### src/rtl/zxuno_regwin_pkg.sv
// Shared constants and types for the zxuno_regwin I/O register window.
// Holds the default port addresses and the control-register bit layout.
package zxuno_regwin_pkg;

  localparam logic [15:0] IoAddrDefault = 16'hFC3B;
  localparam logic [15:0] IoDataDefault = 16'hFD3B;

  // Control register: bit 0 = auto-increment on data write, bit 1 = on data read
  localparam int unsigned CtrlAincWr = 0;
  localparam int unsigned CtrlAincRd = 1;
  localparam logic [7:0]  CtrlMask   = 8'h03;

  typedef enum logic [1:0] {
    RdNone,
    RdAddr,
    RdCtrl,
    RdReg
  } rd_sel_e;

  function automatic logic io_match(input logic [15:0] addr, input logic [15:0] port,
                                    input logic iorq_n, input logic strobe_n);
    return !iorq_n && !strobe_n && (addr == port);
  endfunction

endpackage

### src/rtl/zxuno_regwin_io_cycle_edge.sv
// Turns a multi-clock bus-cycle level into single-clock rise/fall pulses.
// History resets to 1 so a cycle already in progress at reset never pulses.
module zxuno_regwin_io_cycle_edge (
  input  logic clk_i,
  input  logic rst_i,
  input  logic level_i,
  output logic rise_o,
  output logic fall_o
);

  logic hist_q;
  logic armed_q, armed_d;

  always_ff @(posedge clk_i) begin
    if (rst_i) begin
      hist_q  <= 1'b1;
      armed_q <= 1'b0;
    end else begin
      hist_q  <= level_i;
      armed_q <= armed_d;
    end
  end

  // A fall only counts for a cycle whose rise was seen, so a cycle truncated
  // by reset (or the idle bus right after reset) cannot produce a fall pulse.
  always_comb begin
    rise_o  = level_i & ~hist_q & ~rst_i;
    fall_o  = hist_q & ~level_i & armed_q & ~rst_i;
    armed_d = armed_q;
    if (rise_o) begin
      armed_d = 1'b1;
    end else if (fall_o) begin
      armed_d = 1'b0;
    end
  end

endmodule

### src/rtl/zxuno_regwin.sv
// I/O-mapped register window: address port selects a core register, data port
// accesses it, with an in-window control register for address auto-increment.
module zxuno_regwin
  import zxuno_regwin_pkg::*;
#(
  parameter logic [15:0]   IOADDR    = IoAddrDefault,
  parameter logic [15:0]   IODATA    = IoDataDefault,
  parameter int unsigned   AW        = 8,
  parameter logic [AW-1:0] CTRL_ADDR = {AW{1'b1}}
) (
  input  logic          clk_i,
  input  logic          rst_i,
  input  logic [15:0]   a_i,
  input  logic          iorq_n_i,
  input  logic          rd_n_i,
  input  logic          wr_n_i,
  input  logic [7:0]    din_i,
  input  logic [7:0]    reg_din_i,
  output logic [7:0]    dout_o,
  output logic          oe_n_o,
  output logic [AW-1:0] addr_o,
  output logic          read_from_reg_o,
  output logic          read_done_o,
  output logic          write_to_reg_o,
  output logic          regaddr_changed_o
);

  logic aw, ar, dw, dr;
  logic aw_rise, wpulse, rend;
  logic aw_fall_unused, dw_fall_unused, dr_rise_unused;
  logic hit_ctrl, do_inc;
  logic [AW-1:0] raddr_q, raddr_d;
  logic [7:0]    ctrl_q, ctrl_d;
  rd_sel_e       rd_sel;

  always_comb begin
    aw = io_match(a_i, IOADDR, iorq_n_i, wr_n_i);
    ar = io_match(a_i, IOADDR, iorq_n_i, rd_n_i);
    dw = io_match(a_i, IODATA, iorq_n_i, wr_n_i);
    dr = io_match(a_i, IODATA, iorq_n_i, rd_n_i);
  end

  zxuno_regwin_io_cycle_edge u_aw_edge (
    .clk_i   (clk_i),
    .rst_i   (rst_i),
    .level_i (aw),
    .rise_o  (aw_rise),
    .fall_o  (aw_fall_unused)
  );

  zxuno_regwin_io_cycle_edge u_dw_edge (
    .clk_i   (clk_i),
    .rst_i   (rst_i),
    .level_i (dw),
    .rise_o  (wpulse),
    .fall_o  (dw_fall_unused)
  );

  zxuno_regwin_io_cycle_edge u_dr_edge (
    .clk_i   (clk_i),
    .rst_i   (rst_i),
    .level_i (dr),
    .rise_o  (dr_rise_unused),
    .fall_o  (rend)
  );

  always_comb begin
    hit_ctrl          = (raddr_q == CTRL_ADDR);
    regaddr_changed_o = aw_rise;
    write_to_reg_o    = wpulse & ~hit_ctrl;
    read_done_o       = rend & ~hit_ctrl;
    read_from_reg_o   = dr & ~hit_ctrl;
    addr_o            = raddr_q;
  end

  // Address-port write beats increment; write and read increments share one +1.
  always_comb begin
    raddr_d = raddr_q;
    ctrl_d  = ctrl_q;
    do_inc  = (write_to_reg_o & ctrl_q[CtrlAincWr]) | (read_done_o & ctrl_q[CtrlAincRd]);
    if (aw_rise) begin
      raddr_d = din_i[AW-1:0];
    end else if (do_inc) begin
      raddr_d = raddr_q + AW'(1);
    end
    if (wpulse && hit_ctrl) begin
      ctrl_d = din_i & CtrlMask;
    end
  end

  always_ff @(posedge clk_i) begin
    if (rst_i) begin
      raddr_q <= '0;
      ctrl_q  <= 8'h00;
    end else begin
      raddr_q <= raddr_d;
      ctrl_q  <= ctrl_d;
    end
  end

  always_comb begin
    if (ar) begin
      rd_sel = RdAddr;
    end else if (dr) begin
      rd_sel = hit_ctrl ? RdCtrl : RdReg;
    end else begin
      rd_sel = RdNone;
    end
  end

  always_comb begin
    dout_o = 8'h00;
    oe_n_o = 1'b0;
    unique case (rd_sel)
      RdAddr:  dout_o = 8'(raddr_q);
      RdCtrl:  dout_o = ctrl_q;
      RdReg:   dout_o = reg_din_i;
      default: oe_n_o = 1'b1;
    endcase
  end

endmodule

### config.mk
export PLATFORM = sky130hd
export DESIGN_NAME = zxuno_regwin
export DESIGN_NICKNAME = d
export VERILOG_FILES = /design/src/rtl/zxuno_regwin_pkg.sv /design/src/rtl/zxuno_regwin_io_cycle_edge.sv /design/src/rtl/zxuno_regwin.sv
export SDC_FILE = /design/constraint.sdc
export NUM_CORES = 1
export LEC_CHECK = 0
export ABC_AREA = 1
export ABC_CLOCK_PERIOD_IN_PS = 2200
export BUFFER_PORTS_ARGS = -buffer_cell sky130_fd_sc_hd__buf_2
export CORE_ASPECT_RATIO = 0.9
export CORE_MARGIN = 5
export CORE_UTILIZATION = 46
export CTS_CLUSTER_DIAMETER = 40
export DETAILED_ROUTE_END_ITERATION = 8
export PLACE_DENSITY = 0.82
export SYNTH_ARGS = -nofsm -noshare
export SYNTH_HDL_FRONTEND = slang
export SYNTH_SLANG_ARGS = --single-unit
### constraint.sdc
create_clock -name clk_i -period 2.2 [get_ports clk_i]
set_input_delay 0.66 -clock clk_i [delete_from_list [all_inputs] [get_ports clk_i]]
set_output_delay 0.66 -clock clk_i [all_outputs]
set_load 0.005 [all_outputs]
==> results of run 1 <==
[cell families after synthesis]
kind of cell | synth area share (%)
buf+inv | 13.5
xor+xnor | 4.23
fa+ha+maj | 1.01
compound gates | 6.75
simple gates | 52.0
flops | 22.6
[registers in the layout (all words and copies together), names as in the netlist]
name / flops
u_dw_edge.hist_q: 1
u_dr_edge.armed_q: 1
addr_o: 8
u_dr_edge.hist_q: 1
ctrl_q: 2
u_aw_edge.hist_q: 1
[how the worst min path moves through the flow]
stage,endpoint,slack (ns),depth (start not counted)
2_1_floorplan,u_dr_edge.armed_q,0.50,1
3_5_place_dp,u_dr_edge.armed_q,0.52,1
5_1_grt,addr_o[3],0.59,2
4_1_cts,addr_o[3],0.55,2
3_3_place_gp,u_dr_edge.armed_q,0.52,1
6_report,u_dr_edge.armed_q,0.56,4
[cells in the mapped netlist]
master,instances,area [um2]
o31ai_1,1,7.51
nand4_4,2,42.5
o211ai_1,1,7.51
nor2_1,25,93.8
nand3_1,14,70.1
nand4_2,1,12.5
ha_1,1,12.5
inv_1,31,116
o21ai_0,8,40.0
buf_6,2,22.5
nand2_2,2,12.5
nor3_1,2,10.0
clkinv_1,1,3.75
nor2_8,1,20.0
nand2_4,2,22.5
nor2_2,9,56.3
o21ai_1,2,10.0
nand2_1,57,214
dfxtp_1,14,280
inv_2,1,3.75
buf_8,1,15.0
inv_4,1,6.26
a22o_1,1,8.76
nand3_4,2,35.0
a32o_1,1,10.0
nor3_2,1,10.0
nor2_4,3,33.8
nand4_1,2,12.5
xor2_1,6,52.6
[worst max-delay path: cells and delay by family]
family	cells	cell delay [ns]
compound gates	1	0.09
buf+inv	3	0.46
simple gates	4	0.55
[routing by layer]
metal | vias to the layer above | wire length [um]
li1 | 758 | -
met1 | 704 | 1600
met2 | 55 | 2270
met3 | 4 | 301
met4 | 0 | 38
met5 | - | 0
[report_power, final]
part | internal (mW) | switching [mW]
Combinational | 0.0453 | 0.0456
Clock | 0.101 | 0.0998
Sequential | 0.256 | 0.00232
Total | 0.402 | 0.148
[through the flow]
| step | area [um2] | hold slack, ns | TNS, ns |
|---|---|---|---|
| after detailed placement | 1640 | 0.521 | -2.09 |
| after CTS | 1750 | 0.549 | -1.60 |
| after floorplan | 1250 | 0.501 | 0 |
| after global placement | 1640 | 0.519 | -1.94 |
| after global routing | 1880 | 0.591 | -2.80 |
| final | 1880 | 0.557 | -1.95 |
[final cells by class]
type / instances / share of cell area (%)
sequential: 14 / 15.1
timing repair buffer: 75 / 25.8
clock buffer: 4 / 1.93
tap: 28 / 1.87
multi-input combinational: 145 / 48.1
inverter: 34 / 7.20
[repair_timing]
item	CTS	global route
gates cloned	1	0
pin swaps	9	15
resized for setup	20	35
endpoints found under the setup margin	13	13
buffers inserted	2	1
==> results.md, run 1 <==
- Max Slew Vio Count: 0
- DPL Wire Length: 2850 um
- Post-route DRC: 0
- Initial core utilization: 49.5%
- Worst hold path class: reg2reg
- Leak pwr: 1.03 nW
- Post-DRT Antenna Nets: 0
- Minimum clock period: 2.42 ns
- CP endpoint: dout_o[0]
- Finished Layout Cells: 300
- CP max-delay cell: nor2_4
- Total chip power: 0.550 mW
- Maximum fanout along the worst path: 5
- Die Footprint: 3840 um2
- Global route total overflow: 0
- Global Route met1 Usage: 24.2%
- I/O pins: 58
- RSZ-0062 raised after global routing: true
- RR Endpoint: addr_o[5]
- Row count: 17
- Placed Cells: 292
- Cell Area, Synth: 1240 um2
- Drt wl/cell: 14.0 um
- Syn_nets: 233
- Vias per cell: 5.07
- Depth of the CTS H-tree: 1
- # fillers: 172
- Antenna diode count: 0
- Pre-CTS setup slack: -0.231 ns
- GRT met2 Usage: 36.6%
- Status: finished, violations left
- Synth Instances: 195
- GRT Util Overall: 20.2%
- Clock Path Buffers: 2
- Final wirelength: 4210 um
- Sequential cell area: 283 um2
- Final critical-path setup slack: -0.216 ns
- Critical path's largest stage delay: 0.20 ns
- Critical Path Source: iorq_n_i
- Router iterations before antenna repair: 4
- Crit path cell chain: buf_2 -> nor2_1 -> buf_4 -> nand3_4 -> nor2_4 -> nand2_1 -> o211ai_1 -> buf_2
- # clock sinks: 14
- CTS buffer count: 3
- CP arrival: 1.76 ns
- Most common cell after layout, fill and taps aside: buf_2
- CTS Hold Buffers Added: 0
- Synth Register Bits: 14
- Power density over cell area: 293 nW/um2
- Final core utilization: 74.8%
- Setup-failing EPs final: 13
- Area of the multi-input gates: 903 um2
- Setup Crit Path Kind: in2out
- CTS Root Cell: clkbuf_4
- Synth unique cells: 29
- First-pass GRT wire length: 6030 um
- Fin nets: 311
- Busiest layer in global routing: met2
- CP endpoint kind: primary output
- Max Clk Rate: 0.414 GHz
- Hold_sp: u_dr_edge.armed_q
- Port bufs: 57
- Crit path required time: 1.54 ns
- Worst-path clk slew: 0.10 ns
- Placer Congestion: 0.876
- Final period util: 110%
- Grt met3 use: 5.69%
- Largest net degree at the start of global routing: 16
- Slew @ Worst Pin: 0.433 ns
- Die W: 64.8 um
- Vias: 1521
- Reg2Reg Depth: 10
- Initial antenna violation count: 0
- Layout cells sized above 1: 49.3%
- Die Y: 59.3 um
- Max-cap violations: 0
- Syn. warnings: 0
- Worst vdd ir: 0.282 mV
- Most frequent cells in the layout: 49 x buf_2, 44 x nand2_1, 23 x inv_1, 23 x nor2_1, 14 x buf_4
- Register area share after synthesis: 22.6%
- Number of global-route vias before repair: 1390
- Worst reg-to-reg setup slack: 0.45 ns
- Layout Skew: 0.00355 ns
- Fin. Hold Viols: 0
- Slew margin rel.: 71.1%
- R2r startpoint: addr_o[0]
- Core area: 2510 um2
- Clk_lat worst skew: 0.30 ns
- Syn_area_per_cell: 6.37 um2
- DR iter-0 viols: 45
- CP Launch Type: primary input
- Area grow syn2layout: 51.2%
- CTS tree: done
- Cell repeated most along the worst path: buf_2
- Violated checks: setup timing
(Power assumes the default switching activity.)
==> run 2, diff against run 1 <==
--- a/config.mk
+++ b/config.mk
@@ -13,6 +13,8 @@
 export CORE_UTILIZATION = 46
 export CTS_CLUSTER_DIAMETER = 40
 export DETAILED_ROUTE_END_ITERATION = 8
+export GPL_ROUTABILITY_DRIVEN = 0
+export GPL_TIMING_DRIVEN = 0
 export PLACE_DENSITY = 0.82
 export SYNTH_ARGS = -nofsm -noshare
 export SYNTH_HDL_FRONTEND = slang
==> results.md, run 2 (synthesis results as in run 1) <==
- Antenna diode count: 0
- Max Clk Rate: 0.416 GHz
- Finished Layout Cells: 297
- Worst hold path class: reg2reg
- Clk_lat worst skew: 0.29 ns
- Die W: 64.8 um
- # fillers: 189
- Vias: 1489
- CTS buffer count: 3
- GRT Util Overall: 19.8%
- Initial antenna violation count: 0
- CTS Root Cell: clkbuf_4
- Drt wl/cell: 14.0 um
- Core area: 2510 um2
- Worst reg-to-reg setup slack: 0.40 ns
- Most common cell after layout, fill and taps aside: nand2_1
- WHS: 0.538 ns
- Violated checks: setup timing
- Die Y: 59.3 um
- Minimum clock period: 2.41 ns
- Row count: 17
- Setup Crit Path Kind: in2out
- Layout Skew: 0.0105 ns
- Setup-failing EPs final: 13
- Area grow syn2layout: 51.0%
- I/O pins: 58
- Port bufs: 57
- Layout cells sized above 1: 46.5%
- CTS Hold Buffers Added: 0
- CP endpoint kind: primary output
- Max Slew Vio Count: 0
- Slew margin rel.: 74.5%
- RSZ-0062 raised after global routing: true
- Worst vdd ir: 0.288 mV
- # clock sinks: 14
- Leak pwr: 1.03 nW
- Maximum fanout along the worst path: 5
- DR iter-0 viols: 123
- CTS tree: done
- Crit path required time: 1.54 ns
- Vias per cell: 5.01
- Depth of the CTS H-tree: 1
- Fin nets: 308
- Final period util: 109%
- Slew @ Worst Pin: 0.382 ns
- CP Launch Type: primary input
- Max-cap violations: 0
- Global route total overflow: 0
- First-pass GRT wire length: 5890 um
- Final wirelength: 4150 um
- Initial core utilization: 49.5%
- DPL Wire Length: 2740 um
- Pre-CTS setup slack: -0.344 ns
- Worst-path clk slew: 0.08 ns
- Fin. Hold Viols: 0
- Number of global-route vias before repair: 1283
- Status: finished, violations left
- Clock Path Buffers: 2
- CP arrival: 1.75 ns
- Die Footprint: 3840 um2
- Power density over cell area: 291 nW/um2
- Setup TNS: -1.99 ns
- Final critical-path setup slack: -0.206 ns
- Largest net degree at the start of global routing: 12
- Router iterations before antenna repair: 4
- Post-DRT Antenna Nets: 0
- Max reg flops: 8
- Placed Cells: 280
- Most frequent cells in the layout: 49 x nand2_1, 48 x buf_2, 23 x inv_1, 23 x nor2_1, 13 x nand3_1
- Post-route DRC: 0
==> run 2: cell count changes in the layout (fill, tap and decap cells not counted), sizes merged <==
cell,previous run,this run
clkinv,1,2
buf,75,72
inv,33,32
==> run 2: metal layers <==
layer  GRT usage, %  share of wire, %  routed length, um
met1           25.4                39               1610
met2           33.4                51               2130
met3           4.74               8.8                366
met4           5.42              0.99                 41
met5              0                 0                  0
==> run 2: critical path, stage by stage <==
cell	delay, ns
buf_6	0.09
nor2_2	0.12
nand2_2	0.07
nor2_4	0.17
nand3_4	0.15
nor2_4	0.17
nand2_1	0.07
o211ai_1	0.09
buf_2	0.14
==> run 2: timing repair <==
| item | in CTS | in global routing |
|---|---|---|
| endpoints found under the setup margin | 13 | 13 |
| buffers inserted | 7 | 6 |
| pin swaps | 8 | 19 |
| resized for setup | 20 | 33 |
| cloned | 1 | 0 |
==> run 2: worst paths after layout <==
| check | depth (start not counted) | to | from |
|---|---|---|---|
| max reg2reg | 12 | addr_o[6] | addr_o[0] |
| max | 9 | dout_o[0] | a_i[2] |
| min reg2reg | 1 | u_dr_edge.armed_q | u_dr_edge.hist_q |
| min | 1 | u_dr_edge.armed_q | u_dr_edge.hist_q |
==> run 2: area by class of cell <==
type                            instances  area, um2  area share [%]
Tap cell                               28       35.0            1.87
Multi-Input combinational cell        145        897            47.8
Inverter                               34        138            7.34
Sequential cell                        14        288            15.3
Timing Repair Buffer                   70        455            24.3
Clock buffer                            4       36.3            1.93
Buffer                                  2       26.3            1.40
==> run 2: stage by stage <==
step | power [mW] | util (%) | area (um2)
final | 0.546 | 74.7 | 1880
after CTS | 0.532 | 67.7 | 1700
after detailed placement | 0.333 | 62.5 | 1570
after global routing | 0.577 | 74.7 | 1880
after floorplan | 0.291 | - | 1250
after global placement | 0.331 | 62.5 | 1570
==> run 2: where the power goes <==
| group | switching, mW | internal [mW] | total [mW] |
|---|---|---|---|
| logic | 0.0478 | 0.0480 | 0.0958 |
| clock network | 0.0943 | 0.101 | 0.195 |
| registers | 0.00163 | 0.254 | 0.255 |
| total | 0.144 | 0.403 | 0.546 |
